## config.mk

```make
export PLATFORM = sky130hd
export DESIGN_NAME = bus_cycle_sequencer
export DESIGN_NICKNAME = d
export VERILOG_FILES = /design/src/rtl/bus_cycle_sequencer.sv
export SDC_FILE = /design/constraint.sdc
export NUM_CORES = 1
export LEC_CHECK = 0
export CAP_MARGIN = 20
export CORE_UTILIZATION = 45
export DETAILED_ROUTE_END_ITERATION = 10
export PLACE_DENSITY = 0.78
export REMOVE_ABC_BUFFERS = 1
export SLEW_MARGIN = 20
export SYNTH_ARGS = -nofsm -noshare
export SYNTH_HDL_FRONTEND = slang
export SYNTH_SLANG_ARGS = --single-unit
```

## constraint.sdc

```tcl
create_clock -name clock -period 2.8 [get_ports clock]
set_input_delay 0.56 -clock clock [delete_from_list [all_inputs] [get_ports clock]]
set_output_delay 0.56 -clock clock [all_outputs]
set_load 0.01 [all_outputs]
```

## src/rtl/bus_cycle_sequencer.sv

```systemverilog
// Bus-cycle timing generator: address phases, M1/M2 opcode fetch, execute phases,
// with ROM/RAM command strobes and an end-of-cycle stall.
module bus_cycle_sequencer #(
   parameter  int unsigned DATA_W    = 4,
   parameter  int unsigned ADDR_W    = 12,
   parameter  int unsigned X_CYCLES  = 3,
   parameter  int unsigned NUM_BANKS = 4,
   localparam int unsigned K         = ADDR_W / DATA_W,
   localparam int unsigned N         = K + 2 + X_CYCLES,
   localparam int unsigned CW        = $clog2(N),
   localparam int unsigned BW        = (NUM_BANKS > 1) ? $clog2(NUM_BANKS) : 1
) (
   input  logic                  clock,
   input  logic                  reset,
   input  logic                  stall,
   input  logic [ADDR_W-1:0]     pc,
   input  logic [DATA_W-1:0]     data_in,
   output logic [DATA_W-1:0]     data_out,
   output logic                  data_oe,
   output logic [CW-1:0]         cycle,
   output logic                  sync,
   output logic                  rom_cmd,
   output logic [NUM_BANKS-1:0]  ram_cmd,
   input  logic                  bank_we,
   input  logic [BW-1:0]         bank_wdata,
   input  logic                  io_cycle,
   output logic [2*DATA_W-1:0]   opcode,
   output logic                  opcode_valid,
   output logic                  pc_advance
);

   // Reject parameter sets the phase layout cannot represent.
   if ((ADDR_W % DATA_W) != 0 || X_CYCLES < 2 || NUM_BANKS < 1) begin : g_param_check
      $error("bus_cycle_sequencer: illegal parameter combination");
   end

   localparam logic [CW-1:0] CYC_LAST = CW'(N - 1);
   localparam logic [CW-1:0] CYC_AK   = CW'(K - 1);
   localparam logic [CW-1:0] CYC_M1   = CW'(K);
   localparam logic [CW-1:0] CYC_M2   = CW'(K + 1);
   localparam logic [CW-1:0] CYC_X2   = CW'(K + 3);

   logic [CW-1:0]     cycle_nxt;
   logic [ADDR_W-1:0] addr_q;
   logic [BW-1:0]     bank_q;
   logic              strobe;

   // Subcycle counter register.
   always_ff @(posedge clock or negedge reset) begin
      if (!reset) cycle <= CYC_LAST;
      else        cycle <= cycle_nxt;
   end

   // Next subcycle: wrap at the end of the instruction cycle unless stalled there.
   always_comb begin
      cycle_nxt = cycle + CW'(1);
      if (cycle == CYC_LAST) begin
         cycle_nxt = stall ? CYC_LAST : '0;
      end
   end

   // Capture the fetch address once per instruction cycle, on entry to A1.
   always_ff @(posedge clock or negedge reset) begin
      if (!reset)                           addr_q <= '0;
      else if (cycle == CYC_LAST && !stall) addr_q <= pc;
   end

   // Bank select register; takes effect from the following clock.
   always_ff @(posedge clock or negedge reset) begin
      if (!reset)       bank_q <= '0;
      else if (bank_we) bank_q <= bank_wdata;
   end

   // Opcode assembly from M1 (high word) and M2 (low word); valid pulses in X1.
   always_ff @(posedge clock or negedge reset) begin
      if (!reset) begin
         opcode       <= '0;
         opcode_valid <= 1'b0;
      end else begin
         opcode_valid <= (cycle == CYC_M2);
         if (cycle == CYC_M1)      opcode[2*DATA_W-1:DATA_W] <= data_in;
         else if (cycle == CYC_M2) opcode[DATA_W-1:0]        <= data_in;
      end
   end

   // Address word mux, least significant word in A1.
   always_comb begin
      data_out = '0;
      for (int unsigned i = 0; i < K; i++) begin
         if (cycle == CW'(i)) data_out = addr_q[DATA_W*i +: DATA_W];
      end
   end

   assign data_oe    = (cycle < CW'(K));
   assign sync       = (cycle == CYC_LAST);
   assign pc_advance = (cycle == CYC_M1);
   assign strobe     = (cycle == CYC_AK) || (io_cycle && cycle == CYC_X2);
   assign rom_cmd    = ~strobe;

   // One-hot active-low bank strobe; an out-of-range bank selects no line.
   always_comb begin
      ram_cmd = '1;
      for (int unsigned b = 0; b < NUM_BANKS; b++) begin
         if (strobe && bank_q == BW'(b)) ram_cmd[b] = 1'b0;
      end
   end

endmodule

```

==> run metrics, run 1 <==
outcome=finished, final reports clean; Die W=55.0 um; worst slack, placed=0.297 ns; Setup Total Neg Slack=0 ns; Routed Antenna Nets=0; Core Box Area=2570 um2; Hold Crit Depth=1; Netlist Area Pre-Place=1260 um2; FF-to-FF setup slack=0.79 ns; IO Pins=47; Seq/Total Area, Yosys=51.8%; synthesized area per cell=13.9 um2; # H-tree levels=1; TritonCTS clock tree=yes; Residual DRC=0; Max Freq=393 MHz; Worst setup SP type=register; family with the most delay on the worst path=flip-flops; minimum clock period after layout=2.54 ns; Pins Over Slew Limit=0; Root Buffer=clkbuf_4; synthesized flop and latch total=26; pin count of the biggest net entering global routing=27; Clock Pin Slew Worst Setup and Hold Paths=0.13 ns; Hold Path Class=register to register; maximum VDD drop=0.000636 V; hold slack=0.522 ns; layout cells sized above 1=23.7%; Cell Pwr Density=1030 nW/um2; worst slew pin tran=0.477 ns; Worst EP required=2.24 ns; fillcell total=206; row count=18; Port Buf Inserts=46; max cap viols=0; routed vias/inst=5.07; grt total ovfl=0; initial antenna violation count=0; die height=55.0 um; Synth top area share=45.6%; Initial Util=49.2%; slack of the critical path=0.256 ns; crit-path cells=inv_1 -> ha_1 -> nand3b_1 -> a221oi_1 -> dlygate4sd2_1; Finished Cell Area=1760 um2; Bufs and invs on worst path=2; CTS Buf Count=3; HPWL Detailed=1850 um; Post-synth ARST share=100%; R2R Path Start=cycle[0]; Synth Flop Type=dfrtp_1; Worst path max stage delay=0.59 ns; # diodes=0; Ys Warns=0; CP Class=register to output port; final worst-path cycle share=90.8%; 1st-iter DRT viols=6; final wirelength=2400 um; RSZ-0062 raised after global routing=false; CP Data Arrival Time=1.98 ns; vias in the first global route=894; number of synthesized flops with an enable pin=0; CP Depth=5; cell type with the largest total area after synthesis=dfrtp_1; Total Die Area=3020 um2; Cells after Synth=91; post-DR wirelength/cell=14.2 um; DP Area=1730 um2; # hold bufs at CTS=0; Final Hold Fails=0; most common cell in the netlist=dfrtp_1; commonest cells in the netlist=23 x dfrtp_1, 15 x mux2_2, 8 x inv_1, 8 x mux2_4, 7 x a21oi_1; Vias=857; reg2reg end=addr_q[8]; Hold EP=opcode[4]; gr usage total=18.9%; clk_skew=0.00760 ns; post-synthesis cell type count=19; slowest CP cell=dfstp_2; Sink Count=26; Clock Tree Buf Depth=2; slew margin rel.=68.1%; cells on worst reg2reg path=4; Initial DRT Pass Iterations=4; # Post-CTS Setup Buffers=0; routability-driven placement congestion ratio=0.745; worst-path fanout max=8; Hold Crit Start=opcode[4]; Clock Latency Late Sink=0.31 ns; P&R area growth vs syn=39.5%; # setup viols final=0; P_leak=0.771 nW; Synth area leaders=dfrtp_1 46%, mux2_2 13%, mux2_4 9.5%; crit end category=output port; first-pass GRT wire length=4010 um; Final #Nets=169
## worst register-to-register path, delay by kind of cell (launching register included)
kind / cells / cell delay [ns]
fa+ha+maj: 2 / 0.43
flops: 1 / 0.61
mux: 1 / 0.40
simple gates: 1 / 0.47
## placed cells by master, fill, tap and decap left out, drive strengths merged
master and count:
clkdlybuf4s50 42, dfrtp 23, mux2 23, inv 8, a21oi 7, ha 6
nand3b 5, a221oi 4, clkbuf 4, dfstp 3, dlygate4sd2 3, nand4b 2
buf 2, nor2b 1, and2 1, nand2b 1, nand2 1, nand4 1
nand4bb 1, dlymetal6s2s 1
## stage by stage
| step | power (mW) | std cells | utilization (%) |
|---|---|---|---|
| 2_1_floorplan | 1.23 | 87 | - |
| 3_3_place_gp | 1.66 | 165 | 67.5 |
| 3_5_place_dp | 1.69 | 165 | 67.5 |
| 4_1_cts | 1.83 | 169 | 68.5 |
| 5_1_grt | 1.96 | 169 | 68.6 |
| 6_report | 1.81 | 169 | 68.6 |
## flip-flops by register name, indices dropped and copies added (netlist names)
register and count:
opcode 8, addr_q 12, cycle 3, opcode_valid 1, bank_q 2
## routing by layer
metal | vias to the layer above | routed length, um | GRT usage [%]
li1 | 423 | - | -
met1 | 407 | 1080 | 25.6
met2 | 25 | 1180 | 30.7
met3 | 2 | 125 | 3.28
met4 | 0 | 19 | 6.25
met5 | - | 0 | 0
## area by class of cell
cell class / count / area [um2] / share of cell area (%)
Sequential cell: 26 / 654 / 37.1
Timing Repair Buffer: 48 / 474 / 26.9
Multi-Input combinational cell: 53 / 539 / 30.6
Tap cell: 30 / 37.5 / 2.13
Clock buffer: 4 / 26.3 / 1.49
Inverter: 8 / 30.0 / 1.70
## cell families after synthesis
| group | count (synthesis) | share of synthesized area (%) |
|---|---|---|
| adders and majority gates | 6 | 5.95 |
| AOI/OAI and AO/OA | 11 | 5.55 |
| and+or+nand+nor | 13 | 8.13 |
| buffers and inverters | 12 | 5.65 |
| muxes | 23 | 22.9 |
| DFF | 26 | 51.8 |
## worst max-delay path by stage
stage	from	to	slack [ns]
after floorplan	cycle[1]	data_out[0]	0.83
after global placement	cycle[1]	data_out[1]	0.31
after detailed placement	cycle[0]	data_out[3]	0.30
after CTS	cycle[1]	data_out[0]	0.006
after global routing	cycle[1]	data_out[2]	0.10
final	cycle[1]	data_out[3]	0.26
## power by group
group / internal (mW) / total [mW] / leakage (nW) / switching (mW)
registers: 0.575 / 0.706 / 0.306 / 0.131
logic: 0.582 / 0.952 / 0.451 / 0.369
clock network: 0.0555 / 0.157 / 0.0150 / 0.102
## repair_timing
item | 4_1_cts | 5_1_grt
endpoints found under the hold margin | 0 | 0
cloned | 0 | 0
resized for setup | 4 | 1
setup endpoints to repair | 4 | 1
No activity file was read; power rests on OpenSTA's default activity.
==> run 2: changes to the inputs <==
Settings changed: CTS_BUF_LIST set to sky130_fd_sc_hd__clkbuf_8 sky130_fd_sc_hd__clkbuf_16.
==> run metrics, run 2 (synthesized netlist as in run 1, its figures left out) <==
vias in the first global route=900 (was 894); # hold bufs at CTS=0 (unchanged); P&R area growth vs syn=41.9% (was 39.5%); outcome=finished, final reports clean (unchanged); Top Registers=addr_q x12, opcode x8, cycle x3 (unchanged); final worst-path cycle share=87.6% (was 90.8%); layout cells sized above 1=23.7% (unchanged); R2R Path Start=cycle[0] (unchanged); Routed Antenna Nets=0 (unchanged); crit path launch=cycle[0] (was cycle[1]); grt total ovfl=0 (unchanged); commonest non-fill, non-tap cell in the layout=clkdlybuf4s50_1 (unchanged); worst slack, placed=0.297 ns (unchanged); cells on worst reg2reg path=4 (unchanged); post-CTS sizing=1 (was 4); switching power=610 uW (was 601 uW); crit end category=output port (unchanged); routability-driven placement congestion ratio=0.745 (unchanged); Residual DRC=0 (unchanged); Cell Pwr Density=1050 nW/um2 (was 1030 nW/um2); fillcell total=200 (was 206); minimum clock period after layout=2.45 ns (was 2.54 ns); reg2reg end=addr_q[8] (unchanged); clock network fraction of total power=11.0% (was 8.7%); Core Box Area=2570 um2 (unchanged); gr usage total=19.1% (was 18.9%); TritonCTS clock tree=yes (unchanged); Hold Path Class=register to register (unchanged); Worst setup SP type=register (unchanged); overall power=1.88 mW (was 1.81 mW); row count=18 (unchanged); Pins Over Slew Limit=0 (unchanged); Die W=55.0 um (unchanged); P_leak=0.820 nW (was 0.771 nW); post-DR wirelength/cell=14.4 um (was 14.2 um); P_int=1.27 mW (was 1.21 mW); Max Freq=408 MHz (was 393 MHz); pin count of the biggest net entering global routing=27 (unchanged); slack of the critical path=0.348 ns (was 0.256 ns); die height=55.0 um (unchanged); Port Buf Inserts=46 (unchanged); Clock Latency Late Sink=0.26 ns (was 0.31 ns); crit-path cells=inv_1 -> ha_2 -> nand4bb_1 -> clkdlybuf4s50_1 (was inv_1 -> ha_1 -> nand3b_1 -> a221oi_1 -> dlygate4sd2_1); # Post-CTS Setup Buffers=0 (unchanged); max reg flops=12 (unchanged); Final Hold Fails=0 (unchanged); first-pass GRT wire length=4050 um (was 4010 um); clk_skew=0.00299 ns (was 0.00760 ns); # diodes=0 (unchanged); Hold Crit Depth=1 (unchanged); Hold Crit Start=opcode[3] (was opcode[4]); IO Pins=47 (unchanged); # H-tree levels=1 (unchanged); HPWL Detailed=1850 um (unchanged); routed vias/inst=5.03 (was 5.07); Clock Tree Buf Depth=2 (unchanged); Non-Filler Instances=169 (unchanged); sw frac=32.5% (was 33.1%); slowest CP cell=dfstp_2 (unchanged); Bufs and invs on worst path=2 (unchanged); max cap viols=0 (unchanged); Vias=850 (was 857); final wirelength=2440 um (was 2400 um); Comb pwr share=51.2% (was 52.4%); Worst path max stage delay=0.60 ns (was 0.59 ns); Final #Nets=169 (unchanged); Initial Util=49.2% (unchanged); initial antenna violation count=0 (unchanged); slew margin rel.=68.2% (was 68.1%); CP Class=register to output port (unchanged); Total Die Area=3020 um2 (unchanged); family with the most delay on the worst path=buffers and inverters (was flip-flops); Root Buffer=clkbuf_8 (was clkbuf_4); Worst EP required=2.24 ns (about the same); Hold EP=opcode[3] (was opcode[4]); # setup viols final=0 (unchanged); commonest cells after routing, fill and taps aside=42 x clkdlybuf4s50_1, 23 x dfrtp_1, 15 x mux2_2 (unchanged); worst-path fanout max=13 (was 8); Setup Total Neg Slack=0 ns (unchanged); Initial DRT Pass Iterations=4 (unchanged); RSZ-0062 raised after global routing=false (unchanged); 1st-iter DRT viols=9 (was 6); worst slew pin tran=0.475 ns (was 0.477 ns); maximum VDD drop=0.000638 V (was 0.000636 V); CP Data Arrival Time=1.89 ns (was 1.98 ns); CTS Buf Count=3 (unchanged); Sink Count=26 (unchanged); Reg with most FFs=addr_q (unchanged); FF-to-FF setup slack=0.78 ns (was 0.79 ns); placed cells=165 (unchanged); Clock Pin Slew Worst Setup and Hold Paths=0.08 ns (was 0.13 ns); Flop pwr share=37.8% (was 38.9%)
[run 2: changes by cell type in the layout (fill, tap and decap cells not counted), sizes merged]
| cell | delta |
|---|---|
| dlygate4sd2 | -3 |
| dlymetal6s2s | +3 |
| inv | +1 |
| clkbuf | -1 |
[run 2: worst max-delay path by stage]
stage / slack, ns / depth (start not counted) / to
2_1_floorplan: 0.83 / 4 / data_out[0]
3_3_place_gp: 0.31 / 4 / data_out[1]
3_5_place_dp: 0.30 / 4 / data_out[3]
4_1_cts: 0.01 / 5 / data_out[1]
5_1_grt: 0.25 / 4 / ram_cmd[0]
6_report: 0.35 / 4 / ram_cmd[0]
[run 2: power by group through the flow]
stage	sequential [mW]	combinational [mW]	clock [mW]
after floorplan	0.724	0.506	0
after global placement	0.706	0.950	0
after detailed placement	0.714	0.972	0
after CTS	0.711	0.981	0.211
after global routing	0.740	1.06	0.228
final	0.710	0.960	0.207
[run 2: per-stage QoR]
step                      instance area (um2)  util, %  hold WS, ns
final                                    1790     69.8        0.511
after detailed placement                 1730     67.5        0.495
after global routing                     1790     69.8        0.536
after CTS                                1780     69.4        0.514
after global placement                   1730     67.5        0.488
after floorplan                          1220        -        0.264
[run 2: final cells by class]
type / instances / area, um2 / share of cell area, %
multi-input cells: 53 / 539 / 30.1
repair buffers: 48 / 485 / 27.1
inverters: 8 / 30.0 / 1.68
well taps: 30 / 37.5 / 2.09
flip-flops and latches: 26 / 654 / 36.5
clock inverters: 1 / 3.75 / 0.209
clock buffers: 3 / 41.3 / 2.30
[run 2: per-layer routing]
| layer | GRT usage, % | vias to the layer above | wire [um] |
|---|---|---|---|
| met1 | 25.8 | 406 | 1130 |
| met4 | 6.25 | 0 | 17 |
| met3 | 3.28 | 2 | 121 |
| li1 | - | 419 | - |
| met2 | 31.1 | 23 | 1170 |
| met5 | 0 | - | 0 |
